[src/rtl/vxe_vpu_stor_pkg.sv]
// Shared types and constants for the VxE VPU store execution unit.
package vxe_vpu_stor_pkg;

    typedef enum logic {
        IDLE = 1'b0,
        RUN  = 1'b1
    } state_e;

    localparam int ADDR_W = 37;
    localparam int RD_W   = 38;
    localparam int ACC_W  = 32;

    localparam logic [1:0] WEN_LO   = 2'b01;
    localparam logic [1:0] WEN_HI   = 2'b10;
    localparam logic [1:0] WEN_BOTH = 2'b11;

    // Request payload without the thread id; the id width follows NTHREADS
    // and is carried next to this struct.
    typedef struct packed {
        logic [ADDR_W-1:0]  addr;
        logic [1:0]         wen;
        logic [2*ACC_W-1:0] data;
    } wrq_body_t;

    // Place a 32-bit value in the half selected by the word-address LSB.
    function automatic logic [2*ACC_W-1:0] half_place(input logic hi, input logic [ACC_W-1:0] v);
        return hi ? {v, {ACC_W{1'b0}}} : {{ACC_W{1'b0}}, v};
    endfunction

endpackage

[src/rtl/vxe_vpu_stor_eu_wc_if.sv]
// LSU write-request port: registered valid/ready with thread id, word address,
// half-word enables and 64-bit data.
interface vxe_vpu_stor_eu_wc_if #(parameter int TH_W = 3);
    import vxe_vpu_stor_pkg::*;

    logic               wr;
    logic               rdy;
    logic [TH_W-1:0]    th;
    logic [ADDR_W-1:0]  addr;
    logic [1:0]         wen;
    logic [2*ACC_W-1:0] data;

    modport master (output wr, th, addr, wen, data, input rdy);
    modport slave  (input wr, th, addr, wen, data, output rdy);

endinterface

[src/rtl/vxe_vpu_wrq_fifo.sv]
// Synchronous FIFO for LSU write requests. Pointers carry a wrap bit so full
// and empty are distinguished without a counter. Storage is not reset.
module vxe_vpu_wrq_fifo #(
    parameter int WIDTH = 8,
    parameter int DEPTH = 4
) (
    input  logic             clk,
    input  logic             rst,
    input  logic             push,
    input  logic [WIDTH-1:0] wdata,
    input  logic             pop,
    output logic [WIDTH-1:0] rdata,
    output logic             full,
    output logic             empty
);
    localparam int AW = $clog2(DEPTH);

    logic [WIDTH-1:0] mem [DEPTH];
    logic [AW:0]      wp, rp;

    assign empty = (wp == rp);
    assign full  = (wp[AW] != rp[AW]) && (wp[AW-1:0] == rp[AW-1:0]);
    assign rdata = mem[rp[AW-1:0]];

    // Pointer update; full/empty are evaluated on the pre-edge pointers.
    always_ff @(posedge clk) begin
        if (rst) begin
            wp <= '0;
            rp <= '0;
        end else begin
            if (push && !full) wp <= wp + (AW+1)'(1);
            if (pop && !empty) rp <= rp + (AW+1)'(1);
        end
    end

    // Data write, no reset needed.
    always_ff @(posedge clk) begin
        if (push && !full) mem[wp[AW-1:0]] <= wdata;
    end

endmodule

[src/rtl/vxe_vpu_stor_eu_wc.sv]
// Store execution unit: snapshots thread enables on i_start and queues one LSU
// write per enabled thread, lowest thread first, one per cycle.
// Define VXE_VPU_STOR_WC_EN to merge an even/odd thread pair writing opposite
// halves of the same 64-bit word into a single request.
module vxe_vpu_stor_eu_wc
    import vxe_vpu_stor_pkg::*;
#(
    parameter int NTHREADS   = 8,
    parameter int FIFO_DEPTH = 4,
    parameter int TH_W       = $clog2(NTHREADS)
) (
    input  logic                      clk,
    input  logic                      rst,
    input  logic                      i_start,
    output logic                      o_busy,
    input  logic [ACC_W*NTHREADS-1:0] i_th_acc,
    input  logic [NTHREADS-1:0]       i_th_en,
    input  logic [RD_W*NTHREADS-1:0]  i_th_rd,
    vxe_vpu_stor_eu_wc_if.master      lsu
);
    localparam int FW = TH_W + $bits(wrq_body_t);

    state_e              state, state_nxt;
    logic [NTHREADS-1:0] pend, pend_nxt;
    logic [TH_W-1:0]     t;
    logic [RD_W-1:0]     rd_t;
    logic [ACC_W-1:0]    acc_t;
    wrq_body_t           ent, head;
    logic [TH_W-1:0]     head_th;
    logic [FW-1:0]       fifo_wd, fifo_rd;
    logic                push, pop, full, empty;

    // Lowest pending thread; disabled threads are skipped in zero cycles.
    always_comb begin
        t = '0;
        for (int i = NTHREADS-1; i >= 0; i--)
            if (pend[i]) t = TH_W'(i);
    end

    assign rd_t  = i_th_rd[RD_W*t +: RD_W];
    assign acc_t = i_th_acc[ACC_W*t +: ACC_W];

`ifdef VXE_VPU_STOR_WC_EN
    logic [TH_W-1:0]  t1;
    logic [RD_W-1:0]  rd_t1;
    logic [ACC_W-1:0] acc_t1;
    logic             comb;

    assign t1     = t | TH_W'(1);
    assign rd_t1  = i_th_rd[RD_W*t1 +: RD_W];
    assign acc_t1 = i_th_acc[ACC_W*t1 +: ACC_W];
    // Pair only when the partner is pending, same word, opposite halves.
    assign comb   = !t[0] && pend[t1] &&
                    (rd_t[RD_W-1:1] == rd_t1[RD_W-1:1]) && (rd_t[0] != rd_t1[0]);
`endif

    // Build the FIFO entry for thread t (merged with t+1 when combining).
    always_comb begin
        ent.addr = rd_t[RD_W-1:1];
        ent.wen  = rd_t[0] ? WEN_HI : WEN_LO;
        ent.data = half_place(rd_t[0], acc_t);
`ifdef VXE_VPU_STOR_WC_EN
        if (comb) begin
            ent.wen  = WEN_BOTH;
            ent.data = half_place(rd_t[0], acc_t) | half_place(rd_t1[0], acc_t1);
        end
`endif
    end

    assign push    = (state == RUN) && !full;
    assign pop     = !empty && (!lsu.wr || lsu.rdy);
    assign fifo_wd = {t, ent};
    assign {head_th, head} = fifo_rd;

    vxe_vpu_wrq_fifo #(.WIDTH(FW), .DEPTH(FIFO_DEPTH)) u_fifo (
        .clk   (clk),
        .rst   (rst),
        .push  (push),
        .wdata (fifo_wd),
        .pop   (pop),
        .rdata (fifo_rd),
        .full  (full),
        .empty (empty)
    );

    // State and pending-mask register.
    always_ff @(posedge clk) begin
        if (rst) begin
            state <= IDLE;
            pend  <= '0;
        end else begin
            state <= state_nxt;
            pend  <= pend_nxt;
        end
    end

    // Next state: snapshot enables on start, retire threads as entries are pushed.
    always_comb begin
        state_nxt = state;
        pend_nxt  = pend;
        case (state)
            IDLE: begin
                if (i_start) begin
                    pend_nxt = i_th_en;
                    if (i_th_en != '0) state_nxt = RUN;
                end
            end
            RUN: begin
                if (push) begin
                    pend_nxt[t] = 1'b0;
`ifdef VXE_VPU_STOR_WC_EN
                    if (comb) pend_nxt[t1] = 1'b0;
`endif
                end
                if (pend_nxt == '0) state_nxt = IDLE;
            end
            default: state_nxt = IDLE;
        endcase
    end

    // Output register: refill from the FIFO head whenever the slot is free or draining.
    always_ff @(posedge clk) begin
        if (rst) begin
            lsu.wr   <= 1'b0;
            lsu.th   <= '0;
            lsu.addr <= '0;
            lsu.wen  <= '0;
            lsu.data <= '0;
        end else if (pop) begin
            lsu.wr   <= 1'b1;
            lsu.th   <= head_th;
            lsu.addr <= head.addr;
            lsu.wen  <= head.wen;
            lsu.data <= head.data;
        end else if (lsu.rdy) begin
            lsu.wr   <= 1'b0;
        end
    end

    assign o_busy = (state == RUN) || !empty || lsu.wr;

endmodule
[src/flat_wrapper.sv]
// flat-port wrapper written by rule: the top's interface ports become plain ports
module vxe_vpu_stor_eu_wc_flat import vxe_vpu_stor_pkg::*;
#(
    parameter int NTHREADS   = 8,
    parameter int FIFO_DEPTH = 4,
    parameter int TH_W       = $clog2(NTHREADS)
)
  (clk, rst, i_start, o_busy, i_th_acc, i_th_en, i_th_rd, lsu_wr, lsu_th, lsu_addr, lsu_wen, lsu_data, lsu_rdy);
  vxe_vpu_stor_eu_wc_if #(.TH_W(TH_W)) lsu_i ();
  input  logic clk;
  input  logic rst;
  input  logic i_start;
  output logic o_busy;
  input  logic [ACC_W*NTHREADS-1:0] i_th_acc;
  input  logic [NTHREADS-1:0] i_th_en;
  input  logic [RD_W*NTHREADS-1:0] i_th_rd;
  output wire logic [$bits(lsu_i.wr)-1:0] lsu_wr;
  output wire logic [$bits(lsu_i.th)-1:0] lsu_th;
  output wire logic [$bits(lsu_i.addr)-1:0] lsu_addr;
  output wire logic [$bits(lsu_i.wen)-1:0] lsu_wen;
  output wire logic [$bits(lsu_i.data)-1:0] lsu_data;
  input wire logic [$bits(lsu_i.rdy)-1:0] lsu_rdy;
  assign lsu_wr = lsu_i.wr;
  assign lsu_th = lsu_i.th;
  assign lsu_addr = lsu_i.addr;
  assign lsu_wen = lsu_i.wen;
  assign lsu_data = lsu_i.data;
  assign lsu_i.rdy = lsu_rdy;
  vxe_vpu_stor_eu_wc #(.NTHREADS(NTHREADS), .FIFO_DEPTH(FIFO_DEPTH), .TH_W(TH_W)) u_core (.clk(clk), .rst(rst), .i_start(i_start), .o_busy(o_busy), .i_th_acc(i_th_acc), .i_th_en(i_th_en), .i_th_rd(i_th_rd), .lsu(lsu_i));
endmodule
[config.mk]
export PLATFORM = sky130hd
export DESIGN_NAME = vxe_vpu_stor_eu_wc_flat
export DESIGN_NICKNAME = d
export VERILOG_FILES = /design/src/rtl/vxe_vpu_stor_pkg.sv /design/src/rtl/vxe_vpu_stor_eu_wc_if.sv /design/src/rtl/vxe_vpu_wrq_fifo.sv /design/src/rtl/vxe_vpu_stor_eu_wc.sv /design/src/flat_wrapper.sv
export SDC_FILE = /design/constraint.sdc
export NUM_CORES = 1
export LEC_CHECK = 0
export ABC_AREA = 1
export BUFFER_PORTS_ARGS = -buffer_cell sky130_fd_sc_hd__buf_2
export CAP_MARGIN = 10
export CORE_AREA = 5 5 263 265
export CTS_CLUSTER_SIZE = 28
export DETAILED_ROUTE_END_ITERATION = 8
export DIE_AREA = 0 0 268 270
export GPL_TIMING_DRIVEN = 0
export PLACE_DENSITY = 0.66
export SYNTH_ARGS = -nofsm -noshare
export SYNTH_HDL_FRONTEND = slang
export SYNTH_SLANG_ARGS = --single-unit
[constraint.sdc]
create_clock -name clk -period 12 [get_ports clk]
set_input_delay 0 -clock clk [delete_from_list [all_inputs] [get_ports clk]]
set_output_delay 0 -clock clk [all_outputs]
set_load 0.02 [all_outputs]
==> out/metrics.yaml, run 1 <==
status:
  status: "finished clean"
timing:
  tns_ns: 0
  slew_viol_final: 0
  worst_pin_slew_ns: 1.19
  rsz0062_at_grt: "false"
  fin_hold_ws_ns: 0.0554
  min_period_ns: 4.36
  slew_headroom_pct: 20.4
  fin_skew_ns: 0.0270
  fmax_ghz: 0.230
  hold_violations: 0
  setup_viol: 0
  period_share_pct: 36.3
global_routing:
  grt_max_degree: 29
  grt_use_total_pct: 30.6
  antenna_found_initial: 16
  grt_use_met3_pct: 8.75
  met2_usage_pct: 46.5
  first_global_vias: 22800
  overflow: 0
  grt_first_pass_wirelength_um: 160000
  top_usage_layer: "met2"
  met1_usage_pct: 42.6
drt:
  drt-total-wl_um: 116000
  wl_per_cell_um: 26.8
  vias_per_cell: 5.49
  antenna_left: 0
  drtIter0Drc: 2484
  drc_errors: 0
  vias: 23800
  firstDrtPassIters: 6
synthesis:
  ys_ff_latch: 546
  synth.most_common_cell: "nor2_1"
  synthTopCellsByCount: "512 x nor2_1, 480 x o21ai_0, 424 x edfxtp_1"
  synth-seq-area-share_pct: 61.3
  syn_nets: 3137
  synth-edff-count: 424
  avgSynthCellArea_um2: 9.67
  ys_types: 31
  yosysTopAreaCellShare_pct: 51.4
  synthTopCellsByArea: "edfxtp_1 51%, dfxtp_1 9.9%, o21ai_0 9.7%"
  syn-instance-count: 2560
  synth-async-reset-ratio_pct: 0
  ys.flop_type: "edfxtp_1"
  synth_top_area_cell: "edfxtp_1"
  yosysWarnings: 0
  syn_area_mm2: 0.0248
placed_design:
  numPortBuffers: 679
  routabilityCongestion: 1.03
  dp_cells: 4128
  dp_hpwl_um: 87700
clock_network:
  cts_hold_buffers: 99
  cts.sinks: 546
  cts_tree: "yes"
  cts_max_level: 2
  postCtsSetupRepairBufs: 0
  path_clk_slew_ns: 0.06
  clockRootBuffer: "clkbuf_16"
  ctsResizeCount: 0
  cts-buffers-inserted: 55
  clkLatencyLatePin_ns: 0.61
  cts_buffer_depth: 3
critical_path:
  required_ns: 12.45
  r2r_start: "u_core.pend[6]$_SDFFE_PP0P_"
  cp_max_fo: 11
  crit_type: "flop to flop"
  critPathLaunchType: "flop"
  r2r_slack_ns: 7.64
  worstPathArrival_ns: 4.81
  ff2ff_path_depth: 15
  reg2reg_to: "u_core.u_fifo.mem[2][69]$_DFFE_PP_"
  cp-end-kind: "flop"
hold_path:
  hold_end: "u_core.u_fifo.mem[1][28]$_DFFE_PP_"
  holdCritStartpoint: "i_th_acc[252]"
  holdPathStages: 5
  hold_path.class: "input port to flop"
power_and_ir_drop:
  power.density_mw_per_mm2: 216
  power_leakage_uw: 0.0127
  vdd_drop_max_mv: 0.118
die:
  fp.dieH_um: 270
  dieArea_mm2: 0.0724
  rows: 95
  core_mm2: 0.0666
  pin_count: 680
  die_w_um: 268
  initial_utilization_pct: 37.2
final_layout:
  final_util_pct: 48.7
  drive_above_1_share_pct: 25.1
  fin_cells: 4335
  final_net_count: 3988
  syn_to_final_growth_pct: 30.9
job:
  cap_violations: 0
[stage by stage]
| step | power, uW | setup WS, ns | instance area (um^2) |
|---|---|---|---|
| 3_3_place_gp | 5160 | 1.95 | 29200 |
| 5_1_grt | 7270 | 7.43 | 32400 |
| 3_5_place_dp | 5190 | 8.40 | 29600 |
| 4_1_cts | 6950 | 7.80 | 32400 |
| 6_report | 6980 | 7.64 | 32400 |
| 2_1_floorplan | 4000 | 6.00 | 24800 |
[worst max path at each step]
stage	startpoint	end	slack (ns)	cells after the start
6_report	u_core.pend[6]$_SDFFE_PP0P_	u_core.u_fifo.mem[2][69]$_DFFE_PP_	7.64	15
3_5_place_dp	u_core.pend[0]$_SDFFE_PP0P_	u_core.u_fifo.mem[3][52]$_DFFE_PP_	8.40	7
3_3_place_gp	u_core.u_fifo.rp[1]$_SDFFE_PP0P_	u_core.u_fifo.mem[3][17]$_DFFE_PP_	1.95	6
2_1_floorplan	u_core.u_fifo.rp[1]$_SDFFE_PP0P_	u_core.u_fifo.mem[3][0]$_DFFE_PP_	6.00	6
4_1_cts	u_core.pend[5]$_SDFFE_PP0P_	u_core.u_fifo.mem[1][97]$_DFFE_PP_	7.80	11
5_1_grt	u_core.pend[5]$_SDFFE_PP0P_	u_core.u_fifo.mem[2][100]$_DFFE_PP_	7.43	11
[report_power, final]
part,switching (uW),internal [uW],leakage [uW]
Combinational,1980,751,0.00690
Sequential,117,2440,0.00491
Clock,730,967,0.000854
Total,2830,4160,0.0127
[state kept, by name, indices dropped and copies added, names as in the netlist]
signal and flops:
u_core.lsu.addr 37, u_core.state 1, u_core.lsu.th 3, u_core.u_fifo.mem 424, u_core.u_fifo.wp 3, u_core.lsu.data 64, u_core.lsu.wen 2, u_core.pend 8
u_core.lsu.wr 1, u_core.u_fifo.rp 3
[worst max-delay path, stage by stage (launching register included)]
cell and delay [ns]:
dfxtp_1 0.35, inv_1 0.06, nand2_1 0.05, nand2_1 0.05
nand2_1 0.06, nand2_1 0.05, nand2_1 0.06, nand2_2 0.07
nand2_2 0.14, buf_4 0.37, clkbuf_1 0.56, clkbuf_1 0.79
o21ai_0 0.19, dlygate4sd3_1 0.61, o2111ai_1 0.11, dlygate4sd3_1 0.66
[layer usage]
layer	part of all wire (%)	wire, um
met5	0.043	50
met4	3.5	4030
met3	12	13600
met2	44	50700
met1	41	47700
[area by class of cell]
cell class,count,area [um^2]
Tap cell,873,1090
Timing Repair Buffer,794,4730
Buffer,203,852
Multi-Input combinational cell,1778,8630
Antenna cell,6,15.0
Sequential cell,546,15200
Clock inverter,22,208
Fill cell,6360,34200
Inverter,33,124
Clock buffer,80,1560
[cells by family after synthesis]
kind of cell | share of synthesized area [%]
compound gates | 17.6
buf+inv | 3.94
xor+xnor | 0.106
flops | 61.3
fa+ha+maj | 0.253
simple gates | 16.8
[cells in the final DEF, fill, tap and decap left out, types with 55 or more instances in the layout]
| cell | synthesis | final |
|---|---|---|
| dlygate4sd3_1 | 0 | 99 |
| a31oi_1 | 107 | 107 |
| nor2_1 | 512 | 508 |
| edfxtp_1 | 424 | 424 |
| o21a_1 | 76 | 76 |
| nand3_1 | 135 | 135 |
| buf_2 | 42 | 721 |
| clkbuf_1 | 133 | 149 |
| dfxtp_1 | 122 | 122 |
| nand2_1 | 295 | 295 |
| o21ai_0 | 480 | 480 |
| clkbuf_16 | 0 | 55 |
Note: power is estimated with default switching activity, not from simulation.
==> inputs of run 2 (changes only) <==
--- a/config.mk
+++ b/config.mk
@@ -8,12 +8,12 @@
 export ABC_AREA = 1
 export BUFFER_PORTS_ARGS = -buffer_cell sky130_fd_sc_hd__buf_2
 export CAP_MARGIN = 10
-export CORE_AREA = 5 5 263 265
+export CORE_AREA = 5 5 265 267
 export CTS_CLUSTER_SIZE = 28
 export DETAILED_ROUTE_END_ITERATION = 8
-export DIE_AREA = 0 0 268 270
+export DIE_AREA = 0 0 270 272
 export GPL_TIMING_DRIVEN = 0
-export PLACE_DENSITY = 0.66
+export PLACE_DENSITY = 0.65
 export SYNTH_ARGS = -nofsm -noshare
 export SYNTH_HDL_FRONTEND = slang
 export SYNTH_SLANG_ARGS = --single-unit
==> constraint.sdc (replaced) <==
create_clock -name clk -period 4.45 [get_ports clk]
set_input_delay 0 -clock clk [delete_from_list [all_inputs] [get_ports clk]]
set_output_delay 0 -clock clk [all_outputs]
set_load 0.02 [all_outputs]
==> run 2 against run 1 <==
Total power grew to 2.7 times the previous value. Combinational power grew to 2.7 times the previous value. Design area hardly changed. Global-route usage is 0.50 points lower. Wire length is 0.32% higher. Sequential share of layout area hardly changed. Utilization is 0.91 points lower. Critical endpoint is now u_core.u_fifo.mem[1][100]$_DFFE_PP_. Largest cell class unchanged. Largest power group unchanged.
==> out/metrics.yaml, run 2 (synthesis gave the netlist of run 1 again) <==
die:
  pin_count: 680  # unchanged
  initial_utilization_pct: 36.5  # -0.71 points
  dieArea_mm2: 0.0734  # +1.5%
  fp.dieH_um: 272  # +0.74%
  rows: 96  # +1.1%
  die_w_um: 270  # +0.75%
  core_mm2: 0.0679  # +2.0%
hold_path:
  hold_path.class: "input port to flop"
  hold_end: "u_core.u_fifo.mem[2][46]$_DFFE_PP_"
  holdCritStartpoint: "i_th_acc[174]"
  holdPathStages: 5  # unchanged
global_routing:
  first_global_vias: 22900  # +0.54%
  antenna_found_initial: 17  # +1
  grt_max_degree: 28  # -3.4%
  grt_first_pass_wirelength_um: 161000  # +0.15%
  grt_use_total_pct: 30.1  # -0.50 points
  overflow: 0  # unchanged
placed_design:
  routabilityCongestion: 0.979  # -4.9%
  place_area_mm2: 0.0296  # about the same
  dp_hpwl_um: 87800  # about the same
  numPortBuffers: 679  # unchanged
  post-place-ws_ns: 0.454  # -7.95 ns
power_and_ir_drop:
  switching_share_pct: 40.3  # -0.21 points
  power_leakage_uw: 0.0127  # about the same
  power_switching_uw: 7630  # +170%
  seqPwrFrac_pct: 36.4  # -0.2 points
  clockPowerShare_pct: 24.6  # +0.3 points
  pwr-share-comb_pct: 39.0  # about the same
  power.density_mw_per_mm2: 584  # +170%
  vdd_drop_max_mv: 0.321  # +170%
  p_int_uw: 11300  # +170%
final_layout:
  final_util_pct: 47.7  # -0.91 points
  largest_register_ffs: 424  # unchanged
  layout_commonest_cell: "buf_2"
  final_area_mm2: 0.0324  # about the same
  syn_to_final_growth_pct: 30.9  # about the same
  drive_above_1_share_pct: 25.1  # about the same
  final_net_count: 3982  # -0.15%
  final_cell_mix: "721 x buf_2, 508 x nor2_1, 480 x o21ai_0"
critical_path:
  slowest_stage: "dlygate4sd3_1"
  cpPeakStageDelay_ns: 0.68  # -0.11 ns
  worstPathArrival_ns: 4.70  # -0.11 ns
  r2r_slack_ns: 0.18  # -7.47 ns
  path_common_cell: "nand2_1"
  reg2reg_to: "u_core.u_fifo.mem[1][100]$_DFFE_PP_"
  r2r_start: "u_core.pend[6]$_SDFFE_PP0P_"
  ff2ff_path_depth: 15  # unchanged
  crit_type: "flop to flop"
  worst-path-buf-inv: 6  # unchanged
  critPathLaunchType: "flop"
  crit_family: "buffers and inverters"
  cp_cell_sequence: "inv_1 -> nand2_1 -> nand2_1 -> nand2_1 -> nand2_1 -> nand2_1 -> nand2_2 -> nand2_2 -> buf_4 -> clkbuf_1 -> clkbuf_1 -> o21ai_0 -> dlygate4sd3_1 -> o2111ai_1 -> dlygate4sd3_1"
  required_ns: 4.88  # -7.57 ns
  cp_max_fo: 10  # -1
  cp-end-kind: "flop"
status:
  status: "finished clean"
clock_network:
  cts-buffers-inserted: 55  # unchanged
  path_clk_slew_ns: 0.06  # about the same
  cts_buffer_depth: 3  # unchanged
  clkLatencyLatePin_ns: 0.61  # about the same
  cts.sinks: 546  # unchanged
  postCtsSetupRepairBufs: 0  # unchanged
  clockRootBuffer: "clkbuf_16"
  cts_tree: "yes"
  cts_max_level: 2  # unchanged
timing:
  slew_viol_final: 0  # unchanged
  slew_headroom_pct: 15.9  # -4.5 points
  min_period_ns: 4.27  # -0.0816 ns
  hold_violations: 0  # unchanged
  rsz0062_at_grt: "false"
  fmax_ghz: 0.234  # +1.9%
  tns_ns: 0  # unchanged
  worst_pin_slew_ns: 1.26  # +0.0673 ns
  setup_ws_ns: 0.176  # -7.47 ns
  fin_skew_ns: 0.0306  # +0.00355 ns
  fin_hold_ws_ns: 0.0546  # -0.000822 ns
  period_share_pct: 96.0  # +60 points
  setup_viol: 0  # unchanged
job:
  cap_violations: 0  # unchanged
drt:
  wl_per_cell_um: 26.8  # about the same
  drtIter0Drc: 2812  # +13%
  drt-total-wl_um: 116000  # +0.32%
  firstDrtPassIters: 6  # unchanged
  antenna_left: 0  # unchanged
  vias_per_cell: 5.49  # +0.12%
  vias: 23900  # +0.40%
  drc_errors: 0  # unchanged
[run 2: area by class of cell]
class | instances | area (um^2)
Fill cell | 6479 | 35500
Sequential cell | 546 | 15200
Multi-Input combinational cell | 1778 | 8630
Timing Repair Buffer | 788 | 4670
Clock buffer | 82 | 1560
Tap cell | 882 | 1100
Buffer | 203 | 853
Clock inverter | 21 | 249
Inverter | 33 | 124
Antenna cell | 14 | 35.0
[run 2: worst reg2reg max path: cells and delay by family, from the launching register on]
| kind | cells | cell delay (ns) |
|---|---|---|
| DFF | 1 | 0.35 |
| AOI/OAI and AO/OA | 2 | 0.27 |
| buffers and inverters | 6 | 2.96 |
| and+or+nand+nor | 7 | 0.55 |
[run 2: per-layer routing]
layer | vias up | global-route usage, % | share of wire, %
met5 | - | 0 | 0.023
li1 | 10800 | - | -
met1 | 11400 | 41.8 | 41
met2 | 1453 | 45.6 | 44
met3 | 227 | 7.93 | 11
met4 | 4 | 11.1 | 4.0
[run 2: through the flow]
stage | power, uW | instances
2_1_floorplan | 10800 | 2560
3_3_place_gp | 14000 | 4121
3_5_place_dp | 14000 | 4137
4_1_cts | 18900 | 4333
5_1_grt | 19700 | 4337
6_report | 18900 | 4347
[run 2: how the worst max path moves through the flow]
stage                                           startpoint                                  end  cells after the start
after global routing           u_core.pend[6]$_SDFFE_PP0P_  u_core.u_fifo.mem[1][100]$_DFFE_PP_                     15
after detailed placement       u_core.pend[6]$_SDFFE_PP0P_   u_core.u_fifo.mem[0][98]$_DFFE_PP_                     13
after floorplan           u_core.u_fifo.rp[1]$_SDFFE_PP0P_    u_core.u_fifo.mem[0][0]$_DFFE_PP_                      6
final                          u_core.pend[6]$_SDFFE_PP0P_  u_core.u_fifo.mem[1][100]$_DFFE_PP_                     15
after CTS                      u_core.pend[6]$_SDFFE_PP0P_   u_core.u_fifo.mem[3][70]$_DFFE_PP_                     15
after global placement    u_core.u_fifo.rp[1]$_SDFFE_PP0P_  u_core.u_fifo.mem[1][103]$_DFFE_PP_                      6
[run 2: power groups by stage]
stage	clock network, uW	logic [uW]	registers, uW
after floorplan	0	3420	7360
after global placement	0	6930	7030
after detailed placement	0	7050	6980
after CTS	4680	7290	6880
after global routing	4890	7900	6930
final	4660	7380	6890
[run 2: repair_timing]
item                                   in CTS  in global routing
hold buffers                               93                  0
endpoints found under the hold margin     149                  0
gates resized for setup                     0                  3
setup endpoints to repair                   0                  4
